[src/rtl/queen_pkg.sv]
// Shared N-queens definitions: engine states, width helper and the default
// board geometry that both the search engine and the display block use.
package queen_pkg;

    typedef enum logic [2:0] {
        IDLE  = 3'd0,
        CHECK = 3'd1,
        EMIT  = 3'd2,
        BACK  = 3'd3,
        STEP  = 3'd4,
        DONE  = 3'd5
    } state_t;

    function automatic int clog2(input int value);
        int result;
        result = 0;
        while ((1 << result) < value) begin
            result = result + 1;
        end
        return result;
    endfunction

    localparam int DEFAULT_N     = 8;
    localparam int DEFAULT_W     = clog2(DEFAULT_N);
    localparam int DEFAULT_CNT_W = 8;

endpackage

[src/rtl/queen_conflict_check.sv]
// Combinational attack test: does a queen at row 'candidate' in column 'col'
// share a row or a diagonal with any queen already placed to its left?
module queen_conflict_check
    import queen_pkg::*;
#(
    parameter int N = DEFAULT_N,
    parameter int W = DEFAULT_W
) (
    input  logic [N*W-1:0] rows,
    input  logic [W-1:0]   col,
    input  logic [W-1:0]   candidate,
    output logic           conflict
);

    logic [W-1:0] row_k;
    logic [W-1:0] row_gap;
    logic [W-1:0] col_gap;

    // Scan every column left of 'col' and flag a same-row or diagonal hit.
    always_comb begin
        conflict = 1'b0;
        row_k    = '0;
        row_gap  = '0;
        col_gap  = '0;
        for (int k = 0; k < N; k++) begin
            row_k   = rows[k*W +: W];
            row_gap = (row_k > candidate) ? (row_k - candidate) : (candidate - row_k);
            col_gap = col - W'(k);
            if (W'(k) < col) begin
                if ((row_k == candidate) || (row_gap == col_gap)) begin
                    conflict = 1'b1;
                end
            end
        end
    end

endmodule

[src/rtl/queen_solver.sv]
// Backtracking N-queens engine: one candidate is tested per clock, each
// complete board is offered on a valid/ready port, and accepted boards are
// counted with a saturating counter.
module queen_solver
    import queen_pkg::*;
#(
    parameter int N     = DEFAULT_N,
    parameter int W     = DEFAULT_W,
    parameter int CNT_W = DEFAULT_CNT_W
) (
    input  logic             clk,
    input  logic             reset,
    input  logic             start,
    input  logic             sol_ready,
    output logic             busy,
    output logic             sol_valid,
    output logic [N*W-1:0]   solution,
    output logic [CNT_W-1:0] sol_count,
    output logic             done
);

    localparam logic [W-1:0]     LAST_IDX  = W'(N - 1);
    localparam logic [CNT_W-1:0] COUNT_MAX = '1;

    state_t           state_q,     state_d;
    logic [W-1:0]     col_q,       col_d;
    logic [N*W-1:0]   rows_q,      rows_d;
    logic [N*W-1:0]   solution_q,  solution_d;
    logic [CNT_W-1:0] sol_count_q, sol_count_d;

    logic [W-1:0]     cur_row;
    logic [W-1:0]     next_col;
    logic             conflict;

    assign cur_row  = rows_q[int'(col_q)*W +: W];
    assign next_col = col_q + 1'b1;

    queen_conflict_check #(
        .N (N),
        .W (W)
    ) u_conflict (
        .rows      (rows_q),
        .col       (col_q),
        .candidate (cur_row),
        .conflict  (conflict)
    );

    // Next-state and datapath updates for the search walk.
    always_comb begin
        state_d     = state_q;
        col_d       = col_q;
        rows_d      = rows_q;
        solution_d  = solution_q;
        sol_count_d = sol_count_q;
        case (state_q)
            IDLE, DONE: begin
                if (start) begin
                    col_d          = '0;
                    rows_d[W-1:0]  = '0;
                    sol_count_d    = '0;
                    state_d        = CHECK;
                end
            end
            CHECK: begin
                if (!conflict) begin
                    if (col_q == LAST_IDX) begin
                        solution_d = rows_q;
                        state_d    = EMIT;
                    end else begin
                        col_d                           = next_col;
                        rows_d[int'(next_col)*W +: W]   = '0;
                    end
                end else if (cur_row != LAST_IDX) begin
                    rows_d[int'(col_q)*W +: W] = cur_row + 1'b1;
                end else begin
                    state_d = BACK;
                end
            end
            EMIT: begin
                if (sol_ready) begin
                    if (sol_count_q != COUNT_MAX) begin
                        sol_count_d = sol_count_q + 1'b1;
                    end
                    if (cur_row == LAST_IDX) begin
                        state_d = BACK;
                    end else begin
                        rows_d[int'(col_q)*W +: W] = cur_row + 1'b1;
                        state_d                    = CHECK;
                    end
                end
            end
            BACK: begin
                if (col_q == '0) begin
                    state_d = DONE;
                end else begin
                    col_d   = col_q - 1'b1;
                    state_d = STEP;
                end
            end
            STEP: begin
                if (cur_row == LAST_IDX) begin
                    state_d = BACK;
                end else begin
                    rows_d[int'(col_q)*W +: W] = cur_row + 1'b1;
                    state_d                    = CHECK;
                end
            end
            default: begin
                state_d = IDLE;
            end
        endcase
    end

    // State, board and counter registers; reset aborts any search in flight.
    always_ff @(posedge clk) begin
        if (reset) begin
            state_q     <= IDLE;
            col_q       <= '0;
            rows_q      <= '0;
            solution_q  <= '0;
            sol_count_q <= '0;
        end else begin
            state_q     <= state_d;
            col_q       <= col_d;
            rows_q      <= rows_d;
            solution_q  <= solution_d;
            sol_count_q <= sol_count_d;
        end
    end

    assign busy      = (state_q != IDLE) && (state_q != DONE);
    assign sol_valid = (state_q == EMIT);
    assign done      = (state_q == DONE);
    assign solution  = solution_q;
    assign sol_count = sol_count_q;

endmodule

[config.mk]
export PLATFORM = sky130hd
export DESIGN_NAME = queen_solver
export DESIGN_NICKNAME = d
export VERILOG_FILES = /design/src/rtl/queen_pkg.sv /design/src/rtl/queen_conflict_check.sv /design/src/rtl/queen_solver.sv
export SDC_FILE = /design/constraint.sdc
export NUM_CORES = 1
export LEC_CHECK = 0
export BUFFER_PORTS_ARGS = -buffer_cell sky130_fd_sc_hd__buf_4
export CORE_MARGIN = 2
export CORE_UTILIZATION = 56
export CTS_CLUSTER_SIZE = 12
export DETAILED_ROUTE_END_ITERATION = 8
export GPL_TIMING_DRIVEN = 0
export HOLD_SLACK_MARGIN = 0.12
export MAX_ROUTING_LAYER = met4
export PLACE_DENSITY = 0.81
export SYNTH_ARGS = -nofsm -noshare
export SYNTH_HDL_FRONTEND = slang
export SYNTH_SLANG_ARGS = --single-unit
export TNS_END_PERCENT = 50
[constraint.sdc]
create_clock -name clk -period 6.2 [get_ports clk]
set_input_delay 0.62 -clock clk [delete_from_list [all_inputs] [get_ports clk]]
set_output_delay 0.62 -clock clk [all_outputs]
set_load 0.05 [all_outputs]
==> metrics.md <==
| Metric | Value |
|---|---|
| Status | finished clean |
| Max Clk Rate | 169.1 MHz |
| Setup CP Type | flop to flop |
| Setup crit start kind | flop |
| PwrDens | 257.2 nW/um2 |
| Syn Nets | 683 |
| Logic gate share of total power | 0.516 |
| Int Pwr | 854.7 uW |
| Leading cell type in the layout, fill and taps excluded | dfxtp_1 |
| GRT overflow | 0 |
| Busiest grt layer | met2 |
| CP Max Fanout | 10 |
| Clock network power share | 0.207 |
| Switching pwr | 670.4 uW |
| Syn. warnings | 0 |
| CTS root buf | clkbuf_8 |
| Post-synth EDFFs | 0 |
| Cts bufs inserted | 9 |
| Met2 Usage GRT | 0.4834 |
| Hold Crit Depth | 2 |
| Placer congestion estimate | 0.9652 |
| I/O pin count | 39 |
| Fin crit share | 0.9536 |
| Arrival @ worst endpoint | 6130 ps |
| Hold Slack | 498.9 ps |
| Met3 global-route usage | 0.05797 |
| Fin nets | 735 |
| Hold Buf Count CTS | 0 |
| CP max stage delay | 580 ps |
| Vias in the first global route | 4,677 |
| VDD IR max | 0.0001018 V |
| LEAKAGE | 0.002534 uW |
| R2R cell count | 20 |
| Post-Syn Instances | 606 |
| Reg2reg setup slack | 290 ps |
| Initial antenna violation count | 0 |
| Routed Wire Length | 14,620 um |
| Synthesized area | 5290 um2 |
| DR iter-0 viols | 332 |
| Site row count | 35 |
| Area taken by flip-flops and latches | 1241 um2 |
| Share of cells above drive strength 1 | 0.1346 |
| Via density | 6.281 |
| Worst setup EP type | flop |
| Seq pwr share | 0.277 |
| Met1 Use GR | 0.3728 |
| Post-DP HPWL | 10,880 um |
| Worst skew pair latency | 350 ps |
| Die area | 10,240 um2 |
| Worst Path Required | 6410 ps |
| Clock period minus worst slack | 5912 ps |
| Ys flop type | dfxtp_1 |
| CP delay by family, top | buffers and inverters |
| Seq/Total Area, Yosys | 0.2346 |
| Fillers | 774 |
| Setup violations, final | 0 |
| Slew HR | 0.5652 |
| Post-synth ARST share | 0 |
| ANT cells | 0 |
| Crit. path cell count | 20 |
| Most frequent cells in the layout | dfxtp_1, ha_1, nor2_1 |
| Worst Path Buf+Inv | 6 |
| Largest net degree at the start of global routing | 18 |
| CTS Buffer Depth | 2 |
| Total GRT Usage | 0.3019 |
| Die H | 101.2 um |
| CTS Sinks | 62 |
| DRC violations left | 0 |
| Max-Cap Viols | 0 |
| TritonCTS clock tree | built |
| Global-route wire length before repair | 23,200 um |
| Multi-input gate area | 3739 um2 |
| Area Growth Syn to Fin | 12.11% |
| Mean Syn Cell Area | 8.729 um2 |
| Slew Limit Fails | 0 |
| Yosys reg bits | 62 |
| Via count | 4,849 |
| Netlist cell types | 69 |
| Die X-Extent | 101.2 um |
| Worst path cell trace | clkbuf_4, mux4_2, mux2i_4, buf_6, inv_1, ha_1, inv_1, fa_1, or3_1, a21oi_1, or4_1, a211oi_1, o221ai_1, o311a_1, nand3_2, or3_1, buf_4, buf_6, mux2i_1, nor2_1 |
| Router iterations before antenna repair | 7 |
| Number of H-tree levels | 3 |
| Starting Density | 0.5752 |
| Antenna-violating nets left | 0 |
| Switching share of power | 0.4396 |
| Core area | 9196 um2 |
| RSZ-0062 raised after global routing | false |
| Hold Vio Cnt, Final | 0 |
| IO buf count | 37 |
| WL/cell | 18.93 um |
| Final Skew | 9.442 ps |
| Hold WC Path Type | flop to flop |
| Clk slew on worst S/H paths | 70 ps |
| Crit-path slowest cell | dfxtp_1 |
| Setup TNS | 0 ps |
| Least-Margin Pin Slew | 646.6 ps |
cell type report:
class                           instances  area share
Buffer                                 27     0.02321
Clock buffer                           11     0.02384
Clock inverter                          3    0.003797
Inverter                               50     0.03228
Multi-Input combinational cell        466      0.6304
Sequential cell                        62      0.2093
Tap cell                              111     0.02342
Timing Repair Buffer                   42     0.05380
stage by stage:
step / utilization / power [uW] / setup slack, ps / instance area [um2] / std cells
6_report: 0.6449 / 1525 / 287.8 / 5931 / 772
4_1_cts: 0.6450 / 1505 / 64.87 / 5932 / 773
2_1_floorplan: - / 1010 / 468.6 / 5290 / 606
5_1_grt: 0.6449 / 1597 / 30.97 / 5931 / 772
3_3_place_gp: 0.6205 / 1156 / -1401 / 5707 / 754
3_5_place_dp: 0.6222 / 1189 / -1203 / 5722 / 755
cells by family (layout without fill, tap and decap cells):
kind of cell             Yosys count  count (layout)  share of synthesized area
adder cells (fa/ha/maj)           73              73                     0.1954
buffers and inverters             78             133                    0.06149
flip-flops                        62              62                     0.2346
XOR/XNOR                          27              27                    0.04470
AO/OA/AOI/OAI                    125             125                     0.1748
AND/OR/NAND/NOR                  190             190                     0.1779
multiplexers                      51              51                     0.1112
per-layer routing:
metal | share of wire | vias up
met5 | 0 | -
met2 | 0.48 | 244
li1 | - | 2267
met1 | 0.42 | 2299
met3 | 0.077 | 39
met4 | 0.026 | 0
worst min-delay path: stages, from the launching register on:
cell and delay (ps):
dfxtp_1 330, mux2i_1 70, nor2_1 70
sequential cells by signal, indices dropped and copies added, names as in the netlist:
| signal | cells |
|---|---|
| rows_q | 24 |
| solution | 24 |
| sol_count | 8 |
| col_q | 3 |
| state_q | 3 |
power by group through the flow:
stage | Sequential [uW] | Combinational (uW) | Clock, uW
floorplan | 428 | 582 | 0
global placement | 430 | 726 | 0
detailed placement | 431 | 759 | 0
CTS | 422 | 767 | 317
global route | 423 | 838 | 336
finish | 422 | 787 | 316
final timing paths:
check	start	end
hold / removal	solution[9]	solution[9]
hold reg to reg	solution[9]	solution[9]
setup reg to reg	col_q[1]	solution[8]
setup / recovery	col_q[1]	solution[8]
cell usage after synthesis (6+ instances only):
| library cell | number | area, um2 |
|---|---|---|
| fa_1 | 16 | 320.3 |
| mux2i_1 | 43 | 430.4 |
| mux4_2 | 6 | 135.1 |
| ha_1 | 57 | 713.2 |
| nor2b_1 | 9 | 56.30 |
| clkbuf_1 | 16 | 60.06 |
| xnor2_1 | 18 | 157.7 |
| inv_1 | 48 | 180.2 |
| o21ai_0 | 11 | 55.05 |
| nor2_1 | 56 | 210.2 |
| nand2_1 | 42 | 157.7 |
| a21oi_1 | 31 | 155.2 |
| nand2b_1 | 16 | 100.1 |
| dfxtp_1 | 62 | 1241 |
| nand3_1 | 18 | 90.09 |
| xor2_1 | 9 | 78.83 |
| o31ai_1 | 8 | 60.06 |
| a32o_1 | 20 | 200.2 |
| nor3_1 | 10 | 50.05 |
timing repair:
item / 4_1_cts / 5_1_grt
hold endpoints to repair: 0 / 0
gates resized for setup: 5 / 1
setup endpoints to repair: 54 / 54
gates cloned: 0 / 0
pin swaps: 0 / 0
buffers inserted: 4 / 0
Power figures use the tool's default switching activity.
